File: config.mk
export PLATFORM = sky130hd
export DESIGN_NAME = adc_log_sequencer_flat
export DESIGN_NICKNAME = d
export VERILOG_FILES = /design/src/rtl/adc_log_sequencer_pkg.sv /design/src/rtl/adc_log_sequencer_if.sv /design/src/rtl/adc_log_sequencer_capture.sv /design/src/rtl/adc_log_sequencer.sv /design/src/flat_wrapper.sv
export SDC_FILE = /design/constraint.sdc
export NUM_CORES = 1
export LEC_CHECK = 0
export BUFFER_PORTS_ARGS = -buffer_cell sky130_fd_sc_hd__buf_2
export CAP_MARGIN = 40
export CORE_MARGIN = 4
export CORE_UTILIZATION = 40
export CTS_CLUSTER_SIZE = 12
export DETAILED_ROUTE_END_ITERATION = 8
export GPL_ROUTABILITY_DRIVEN = 0
export GPL_TIMING_DRIVEN = 0
export PLACE_DENSITY_LB_ADDON = 0.3
export SLEW_MARGIN = 20
export SYNTH_ARGS = -nofsm -noshare
export SYNTH_HDL_FRONTEND = slang
export SYNTH_HIERARCHICAL = 1
export SYNTH_SLANG_ARGS = --single-unit
File: constraint.sdc
create_clock -name clock_in -period 3.5 [get_ports clock_in]
set_clock_uncertainty 0.1 [all_clocks]
set_input_delay 0.7 -clock clock_in [delete_from_list [all_inputs] [get_ports clock_in]]
set_output_delay 0.7 -clock clock_in [all_outputs]
set_load 0.05 [all_outputs]
File: src/rtl/adc_log_sequencer_pkg.sv
// Shared encodings for the die-temperature logging sequencer.
// Contains the FSM states, the FILL/DRAIN mode values, the timeout code and the offset clamp.
package adc_log_sequencer_pkg;

    typedef enum logic [1:0] {
        FILL_IDLE  = 2'd0,
        FILL_ARMED = 2'd1,
        DRAIN      = 2'd2
    } seq_state_t;

    localparam logic        MODE_FILL    = 1'b0;
    localparam logic        MODE_DRAIN   = 1'b1;
    localparam logic [11:0] TIMEOUT_CODE = 12'hFFF;

    // Raw codes below the offset clamp to zero instead of wrapping.
    function automatic logic [11:0] offset_correct(input logic [11:0] raw, input logic [11:0] offset);
        return (raw < offset) ? 12'd0 : raw - offset;
    endfunction

endpackage

File: src/rtl/adc_log_sequencer_if.sv
// Bundle of the ADC response, control pulses and FIFO-side signals of the logging sequencer.
// The slave modport is the sequencer's view; the master modport drives the inputs and observes the outputs.
interface adc_log_sequencer_if;
    logic        sample_tick;
    logic        step;
    logic        response_valid;
    logic [4:0]  response_channel;
    logic [11:0] response_data;
    logic        fifo_wrreq;
    logic [11:0] fifo_data;
    logic        fifo_rdreq;
    logic        mode;
    logic [4:0]  level;
    logic        timeout_err;
    logic [7:0]  missed_ticks;
    logic        capture_blip;

    modport slave (
        input  sample_tick, step, response_valid, response_channel, response_data,
        output fifo_wrreq, fifo_data, fifo_rdreq, mode, level, timeout_err, missed_ticks, capture_blip
    );

    modport master (
        output sample_tick, step, response_valid, response_channel, response_data,
        input  fifo_wrreq, fifo_data, fifo_rdreq, mode, level, timeout_err, missed_ticks, capture_blip
    );
endinterface

File: src/rtl/adc_log_sequencer_capture.sv
// Capture datapath: arm timer, channel match, offset correction and timeout code insertion.
// Write strobe and data are registered one clock after the accepting cycle; there is no backpressure.
module adc_capture_unit
    import adc_log_sequencer_pkg::*;
#(
    parameter int OFFSET  = 3431,
    parameter int CHANNEL = 17,
    parameter int TIMEOUT = 1023
) (
    input  logic        clk,
    input  logic        rst,
    input  logic        armed_i,
    input  logic        resp_vld_i,
    input  logic [4:0]  resp_chan_i,
    input  logic [11:0] resp_dat_i,
    output logic        hit_o,
    output logic        tmo_o,
    output logic        wrreq_o,
    output logic [11:0] data_o,
    output logic        timeout_err_o,
    output logic        blip_o
);
    localparam int           TW        = $clog2(TIMEOUT + 1);
    localparam logic [TW-1:0] TIMEOUT_L = TW'(TIMEOUT);
    localparam logic [4:0]   CHANNEL_L = 5'(CHANNEL);
    localparam logic [11:0]  OFFSET_L  = 12'(OFFSET);

    logic [TW-1:0] timer_q, timer_d;
    logic          wrreq_q, wrreq_d;
    logic [11:0]   data_q, data_d;
    logic          err_q, err_d;
    logic          blip_q, blip_d;

    // A matching response in the final timer cycle still counts as a capture.
    assign hit_o = armed_i && resp_vld_i && (resp_chan_i == CHANNEL_L);
    assign tmo_o = armed_i && !hit_o && (timer_q == TIMEOUT_L);

    always_comb begin
        timer_d = armed_i ? timer_q + 1'b1 : '0;
        wrreq_d = hit_o || tmo_o;
        data_d  = data_q;
        if (hit_o)
            data_d = offset_correct(resp_dat_i, OFFSET_L);
        else if (tmo_o)
            data_d = TIMEOUT_CODE;
        err_d  = err_q || tmo_o;
        blip_d = blip_q ^ wrreq_d;
    end

    always_ff @(posedge clk or posedge rst) begin
        if (rst) begin
            timer_q <= '0;
            wrreq_q <= 1'b0;
            data_q  <= '0;
            err_q   <= 1'b0;
            blip_q  <= 1'b0;
        end else begin
            timer_q <= timer_d;
            wrreq_q <= wrreq_d;
            data_q  <= data_d;
            err_q   <= err_d;
            blip_q  <= blip_d;
        end
    end

    assign wrreq_o       = wrreq_q;
    assign data_o        = data_q;
    assign timeout_err_o = err_q;
    assign blip_o        = blip_q;
endmodule

File: src/rtl/adc_log_sequencer.sv
// FILL/DRAIN sequencer between the ADC response stream and a 32-word FIFO; owns level, mode, reads, missed ticks.
// Write and read strobes are registered one clock after the accepting cycle; there is no backpressure.
module adc_log_sequencer
    import adc_log_sequencer_pkg::*;
#(
    parameter int LIMIT   = 30,
    parameter int OFFSET  = 3431,
    parameter int CHANNEL = 17,
    parameter int TIMEOUT = 1023
) (
    input logic               clock_in,
    input logic               aclr,
    adc_log_sequencer_if.slave bus
);
    localparam logic [4:0] LIMIT_L = 5'(LIMIT);

    seq_state_t  state_q, state_d;
    logic [4:0]  level_q, level_d;
    logic        rdreq_q, rdreq_d;
    logic [7:0]  missed_q, missed_d;
    logic        armed, hit, tmo, wrreq, rd_fire;

    adc_capture_unit #(
        .OFFSET (OFFSET),
        .CHANNEL(CHANNEL),
        .TIMEOUT(TIMEOUT)
    ) u_capture (
        .clk          (clock_in),
        .rst          (aclr),
        .armed_i      (armed),
        .resp_vld_i   (bus.response_valid),
        .resp_chan_i  (bus.response_channel),
        .resp_dat_i   (bus.response_data),
        .hit_o        (hit),
        .tmo_o        (tmo),
        .wrreq_o      (wrreq),
        .data_o       (bus.fifo_data),
        .timeout_err_o(bus.timeout_err),
        .blip_o       (bus.capture_blip)
    );

    always_ff @(posedge clock_in or posedge aclr) begin
        if (aclr) state_q <= FILL_IDLE;
        else      state_q <= state_d;
    end

    always_comb begin
        state_d = state_q;
        unique case (state_q)
            FILL_IDLE:  if (bus.sample_tick) state_d = FILL_ARMED;
            FILL_ARMED: if (hit || tmo)      state_d = FILL_IDLE;
            DRAIN:      if (rdreq_q && level_q == 5'd0) state_d = FILL_IDLE;
            default:    state_d = FILL_IDLE;
        endcase
        // The LIMIT-th write strobe overrides any arm requested in the same cycle.
        if (state_q != DRAIN && wrreq && level_q == LIMIT_L)
            state_d = DRAIN;
    end

    always_comb begin
        armed    = (state_q == FILL_ARMED);
        bus.mode = (state_q == DRAIN) ? MODE_DRAIN : MODE_FILL;
    end

    assign rd_fire = (state_q == DRAIN) && bus.step && (level_q != 5'd0);

    always_comb begin
        rdreq_d  = rd_fire;
        level_d  = level_q;
        if (hit || tmo)
            level_d = level_q + 5'd1;
        else if (rd_fire)
            level_d = level_q - 5'd1;
        missed_d = missed_q;
        if (armed && bus.sample_tick && missed_q != 8'hFF)
            missed_d = missed_q + 8'd1;
    end

    always_ff @(posedge clock_in or posedge aclr) begin
        if (aclr) begin
            level_q  <= '0;
            rdreq_q  <= 1'b0;
            missed_q <= '0;
        end else begin
            level_q  <= level_d;
            rdreq_q  <= rdreq_d;
            missed_q <= missed_d;
        end
    end

    assign bus.fifo_wrreq   = wrreq;
    assign bus.fifo_rdreq   = rdreq_q;
    assign bus.level        = level_q;
    assign bus.missed_ticks = missed_q;
endmodule
File: src/flat_wrapper.sv
// flat-port wrapper written by rule: the top's interface ports become plain ports
module adc_log_sequencer_flat import adc_log_sequencer_pkg::*;
#(
    parameter int LIMIT   = 30,
    parameter int OFFSET  = 3431,
    parameter int CHANNEL = 17,
    parameter int TIMEOUT = 1023
)
  (clock_in, aclr, bus_sample_tick, bus_step, bus_response_valid, bus_response_channel, bus_response_data, bus_fifo_wrreq, bus_fifo_data, bus_fifo_rdreq, bus_mode, bus_level, bus_timeout_err, bus_missed_ticks, bus_capture_blip);
  adc_log_sequencer_if bus_i ();
  input logic clock_in;
  input logic aclr;
  input wire logic [$bits(bus_i.sample_tick)-1:0] bus_sample_tick;
  input wire logic [$bits(bus_i.step)-1:0] bus_step;
  input wire logic [$bits(bus_i.response_valid)-1:0] bus_response_valid;
  input wire logic [$bits(bus_i.response_channel)-1:0] bus_response_channel;
  input wire logic [$bits(bus_i.response_data)-1:0] bus_response_data;
  output wire logic [$bits(bus_i.fifo_wrreq)-1:0] bus_fifo_wrreq;
  output wire logic [$bits(bus_i.fifo_data)-1:0] bus_fifo_data;
  output wire logic [$bits(bus_i.fifo_rdreq)-1:0] bus_fifo_rdreq;
  output wire logic [$bits(bus_i.mode)-1:0] bus_mode;
  output wire logic [$bits(bus_i.level)-1:0] bus_level;
  output wire logic [$bits(bus_i.timeout_err)-1:0] bus_timeout_err;
  output wire logic [$bits(bus_i.missed_ticks)-1:0] bus_missed_ticks;
  output wire logic [$bits(bus_i.capture_blip)-1:0] bus_capture_blip;
  assign bus_i.sample_tick = bus_sample_tick;
  assign bus_i.step = bus_step;
  assign bus_i.response_valid = bus_response_valid;
  assign bus_i.response_channel = bus_response_channel;
  assign bus_i.response_data = bus_response_data;
  assign bus_fifo_wrreq = bus_i.fifo_wrreq;
  assign bus_fifo_data = bus_i.fifo_data;
  assign bus_fifo_rdreq = bus_i.fifo_rdreq;
  assign bus_mode = bus_i.mode;
  assign bus_level = bus_i.level;
  assign bus_timeout_err = bus_i.timeout_err;
  assign bus_missed_ticks = bus_i.missed_ticks;
  assign bus_capture_blip = bus_i.capture_blip;
  adc_log_sequencer #(.LIMIT(LIMIT), .OFFSET(OFFSET), .CHANNEL(CHANNEL), .TIMEOUT(TIMEOUT)) u_core (.clock_in(clock_in), .aclr(aclr), .bus(bus_i));
endmodule
# == Yosys cells after proc, flatten, opt, wreduce, memory -nomap -nowiden ==
# Index checks and enable logic that the tools add are counted.
# word_totals
register_bits,41
in_bits,22
out_inout_bits,30
elab_cells,58
# classes
add_sub_neg,5
n_lt_le_gt_ge,1
eq_ne,10
n_mux,12
bitwise,1
reduce_logical,20
# op_table
cell,n
two-way mux 12 bit,3
less-than comparator 12 bit (second input constant),1
subtractor 12 bit (second input constant),1
logical AND 1 bit,11
adder 10 x 1 -> 10 bit (second input constant),1
== test 10 bit (second input constant),1
== test 5 bit (second input constant),2
two-way mux 10 bit,1
two-way mux 5 bit,2
adder 8 x 1 -> 8 bit (second input constant),1
two-way mux 2 bit,4
!= test 8 bit (second input constant),1
case mux 2 bit (3 select lines),1
adder 5 x 1 -> 5 bit (second input constant),1
zero test 5 bit,1
nonzero test 5 bit,1
subtractor 5 x 1 -> 5 bit (second input constant),1
nonzero test 2 bit,2
!= test 3 x 1 -> 1 bit (second input constant),1
!= test 3 x 2 -> 1 bit (second input constant),1
!= test 3 bit (second input constant),1
AND reduction 3 bit,1
== test 2 x 1 -> 1 bit (second input constant),1
== test 2 bit (second input constant),1
other kinds (6),7

# == Depth between registers and ports, before layout ==
# depth
word_depth,10
depth_mapped,11
depth_no_buf,11

# == Modules after synthesis ==
# The synthesis kept the hierarchy.
# by_module_without_submodules
mod,instances,cells_per_inst,area_per_inst_um2,seq_area_each_um2
adc_capture_unit,1,122,1360.1,625.6
adc_log_sequencer,1,79,879.6,400.4

# == Worst setup path before layout ==
# Ideal clock, no wire load.
# synth_timing
path_type,in2reg
start,in bus_response_channel[1]
end,"reg u_core.level_q[4], in the netlist u_core/bus.level[4]"
setup_ns,0.082
t_arrival_ns,2.564
required_ns,3.318
path_slack_ns,0.754
stages,10
n_path_buf,0
path_cell_list,and4bb_1 -> nand4b_2 -> and2_2 -> nor2_8 -> inv_1 -> fa_1 -> nand2b_1 -> a21oi_1 -> mux2i_1 -> xor2_1
# synth_between
elab_chain_len,7
elab_cells_between_ends,8
classes_between,eq/ne (1); mux (1); reduce/logical (6)
# synth_rtl
item,line_no,rtl
from (decl),flat_wrapper.sv:16,input wire logic [$bits(bus_i.response_channel)-1:0] bus_response_channel;
== test 5 bit (*),adc_log_sequencer_capture.sv:35,assign hit_o = armed_i && resp_vld_i && (resp_chan_i == CHANNEL_L);
logical AND 1 bit (*),adc_log_sequencer_capture.sv:35,
zero test 1 bit (*),adc_log_sequencer_capture.sv:36,assign tmo_o = armed_i && !hit_o && (timer_q == TIMEOUT_L);
logical AND 1 bit (*) (2 in series),adc_log_sequencer_capture.sv:36,
net u_core.tmo,adc_log_sequencer.sv:21,"logic armed, hit, tmo, wrreq, rd_fire;"
logical OR 1 bit (*),adc_log_sequencer.sv:70,if (hit || tmo)
two-way mux 5 bit / nonzero test 2 bit (equally long branches),n/a,
to (signal assigned),adc_log_sequencer.sv:85,level_q <= level_d;
to (decl),adc_log_sequencer.sv:18,"logic [4:0] level_q, level_d;"
# Mark *: on every way through the listed nets, which the timed path passes. The rest lies on a longest branch.
# A chain may end at the register's enable or synchronous reset.

# == Worst setup path after layout ==
# layout_timing
start,reg u_core.state_q[0]
end,"reg u_core.level_q[3], in the netlist u_core/bus.level[3]"
# layout_between
elab_chain_len,8
elab_cells_between_ends,12
classes_between,eq/ne (2); mux (1); reduce/logical (9)
# layout_rtl
item,line_no,rtl
from (decl),adc_log_sequencer.sv:17,"seq_state_t state_q, state_d;"
from (signal assigned),adc_log_sequencer.sv:44,else state_q <= state_d;
== test 2 x 1 -> 1 bit (*),adc_log_sequencer.sv:61,armed = (state_q == FILL_ARMED);
net u_core.armed,adc_log_sequencer.sv:21,
logical AND 1 bit (2 in series),adc_log_sequencer_capture.sv:35,
zero test 1 bit,adc_log_sequencer_capture.sv:36,
logical AND 1 bit (*) (2 in series),adc_log_sequencer_capture.sv:36,
net u_core.tmo,adc_log_sequencer.sv:21,
logical OR 1 bit (*),adc_log_sequencer.sv:70,
two-way mux 5 bit / nonzero test 2 bit (equally long branches),n/a,
# Marked as above.

==> impl_metrics.json <==
{
  "status": "finished, final reports clean",
  "cp_slowest_cell": "dfrtp_1",
  "rsz0062_at_grt": "false",
  "cts_setup_buffers": 0,
  "dr_total_vias": 1713,
  "tritoncts": "done",
  "pin_count": 52,
  "core-area_um2": 5270,
  "cpLargestDelayFamily": "simple AND/OR/NAND/NOR gates",
  "worstSetupEndpointType": "flop",
  "worstReg2RegStart": "u_core/state_q[0]",
  "powerDensity_nw_per_um2": 656,
  "required_ps": 3570,
  "drive_above_1_share": 0.310,
  "synth_flop_cell": "dfrtp_1",
  "timing.fmax_mhz": 366,
  "path_cells": "nor2b_1, nand4_1, nor3_4, and2_2, nor2_8, ha_1, a21o_1, a21oi_1, xnor2_1, mux2_1",
  "wl_per_cell_um": 13.9,
  "synth_edf_count": 0,
  "path_class": "flop to flop",
  "start_util": 0.425,
  "finalHoldViolations": 0,
  "ys_warn_count": 6,
  "p_leak_nw": 1.29,
  "critPathLaunchType": "flop",
  "dr.pass1.iters": 4,
  "cp.depth": 10,
  "area_delta_synth_final_pct": 19.6,
  "clk_latency_ps": 290,
  "critPathMaxStageDelay_ps": 380,
  "cts_buffer_depth": 2,
  "postRouteAntennaNets": 0,
  "pwr-share-seq": 0.421,
  "initialDrtViolationCount": 34,
  "synthesis.area_um2": 2240,
  "slew_viol_final": 0,
  "cts_resized": 0,
  "cts_inserted_buffers": 5,
  "final_common_cell": "buf_2",
  "cp_num_buf_inv": 0,
  "grt_max_degree": 18,
  "synthArstFlopShare": 1.00,
  "setup_tns_ps": 0,
  "holdCritPathClass": "input port to asynchronous set/reset pin",
  "clk_pin_slew_ps": 70,
  "fin_util": 0.508,
  "synth_area_per_cell_um2": 11.1,
  "vias_per_cell": 5.22,
  "syn_inst": 201,
  "ys_seq_elements": 41,
  "grt_pass1_wl_mm": 7.95,
  "rows": 26,
  "netSwitchingPower_w": 0.000782,
  "die_y_um": 82.8,
  "layout.nets": 288,
  "numClockSinks": 41,
  "crit_fanout": 8,
  "maxCapViolations": 0,
  "worstMarginPinSlew_ps": 611,
  "synth_cell_types": 58,
  "cp.arrival_ps": 2800,
  "ff2ff_setup_slack_ps": 770,
  "grt_antenna_before_repair": 0,
  "dpl.hpwl_mm": 3.51,
  "ir_drop_uv": 321,
  "gr-total-overflow": 0,
  "r2r.worst_path.cells": 10,
  "layout_min_cycle_time_ps": 2730,
  "slew_headroom": 0.593,
  "period_share": 0.780,
  "dieArea_um2": 6860,
  "drt-total-wl_mm": 4.55,
  "grt_pass1_vias": 1688,
  "yosysSeqAreaShare": 0.458,
  "pwr-share-comb": 0.415,
  "switching_share": 0.445,
  "antenna_cells": 0,
  "p_int_w": 0.000975,
  "clock_power_share": 0.164,
  "cts_root_buffer": "clkbuf_8",
  "cts_hold_buffers": 0,
  "drc_errors": 0,
  "setup_viol": 0,
  "synth_fp_nets": 230,
  "r2r_end": "u_core/bus.level[3]",
  "track_usage": 0.141,
  "mostFrequentLayoutCells": "buf_2 (51), dfrtp_1 (41), xnor2_1 (15)",
  "port_buffers": 50,
  "htree_levels": 2,
  "dieWidth_um": 82.8
}
[through the flow]
step | hold slack [ps] | std cells | worst slack (ps) | total power, W | cell area [µm²]
after global routing | 339 | 328 | 570 | 0.00187 | 2680
after global placement | 343 | 321 | 498 | 0.00147 | 2580
after detailed placement | 357 | 322 | 496 | 0.00148 | 2610
after CTS | 315 | 328 | 777 | 0.00177 | 2680
after floorplan | 331 | 201 | 754 | 0.00130 | 2240
final | 312 | 328 | 771 | 0.00176 | 2680
[layout make-up]
| cell class | count | area [µm²] |
|---|---|---|
| fillers | 513 | 2590 |
| multi-input cells | 148 | 1160 |
| flip-flops and latches | 41 | 1030 |
| repair buffers | 51 | 278 |
| well taps | 70 | 87.6 |
| clock buffers | 5 | 68.8 |
| plain buffers | 5 | 27.5 |
| inverters | 7 | 26.3 |
| clock inverters | 1 | 5.00 |
[registers in the layout, indices dropped and copies added, names as in the netlist]
signal                          cells
u_core/bus.missed_ticks             8
u_core/bus.fifo_rdreq               1
u_core/u_capture/timeout_err_o      1
u_core/u_capture/data_o            12
u_core/state_q                      2
u_core/u_capture/blip_o             1
u_core/u_capture/wrreq_o            1
u_core/bus.level                    5
u_core/u_capture/timer_q           10
[kinds of logic (layout without fill, tap and decap cells)]
logic type | count (synthesis) | after routing | share of synthesized area
AO/OA/AOI/OAI | 44 | 44 | 0.153
XOR/XNOR | 20 | 20 | 0.0782
adder cells (fa/ha/maj) | 7 | 7 | 0.0425
buffers and inverters | 12 | 69 | 0.0240
flip-flops | 41 | 41 | 0.458
multiplexers | 8 | 8 | 0.0385
AND/OR/NAND/NOR | 69 | 69 | 0.206
[how the worst max path moves through the flow]
| stage | from | end | slack [ps] |
|---|---|---|---|
| 2_1_floorplan | bus_response_channel[1] | u_core/bus.level[4] | 750 |
| 3_3_place_gp | bus_response_channel[1] | u_core/bus.level[4] | 500 |
| 3_5_place_dp | bus_response_channel[1] | u_core/bus.level[4] | 500 |
| 4_1_cts | u_core/state_q[0] | u_core/bus.level[3] | 780 |
| 5_1_grt | u_core/state_q[0] | u_core/bus.level[3] | 570 |
| 6_report | u_core/state_q[0] | u_core/bus.level[3] | 770 |
[routing by layer]
layer,share of wire,global-route usage
met2,0.46,0.215
met1,0.48,0.192
met3,0.051,0.0327
met4,0.012,0.0579
met5,0,0
[Yosys cell counts (6+ instances only)]
cell     number  area (µm²)
ha_1          6        75.1
dfrtp_1      41        1030
nand2_1      11        41.3
o21ai_0       7        35.0
inv_1         6        22.5
xnor2_1      15         131
a21oi_1       8        40.0
and2_1        7        43.8
nand3_1       9        45.0
[power groups by stage]
stage | sequential (W) | clock, W | combinational, W
final | 0.000740 | 0.000287 | 0.000729
after detailed placement | 0.000750 | 0 | 0.000735
after global routing | 0.000767 | 0.000315 | 0.000786
after global placement | 0.000748 | 0 | 0.000719
after CTS | 0.000743 | 0.000295 | 0.000736
after floorplan | 0.00103 | 0 | 0.000275
Power figures use the tool's default switching activity.
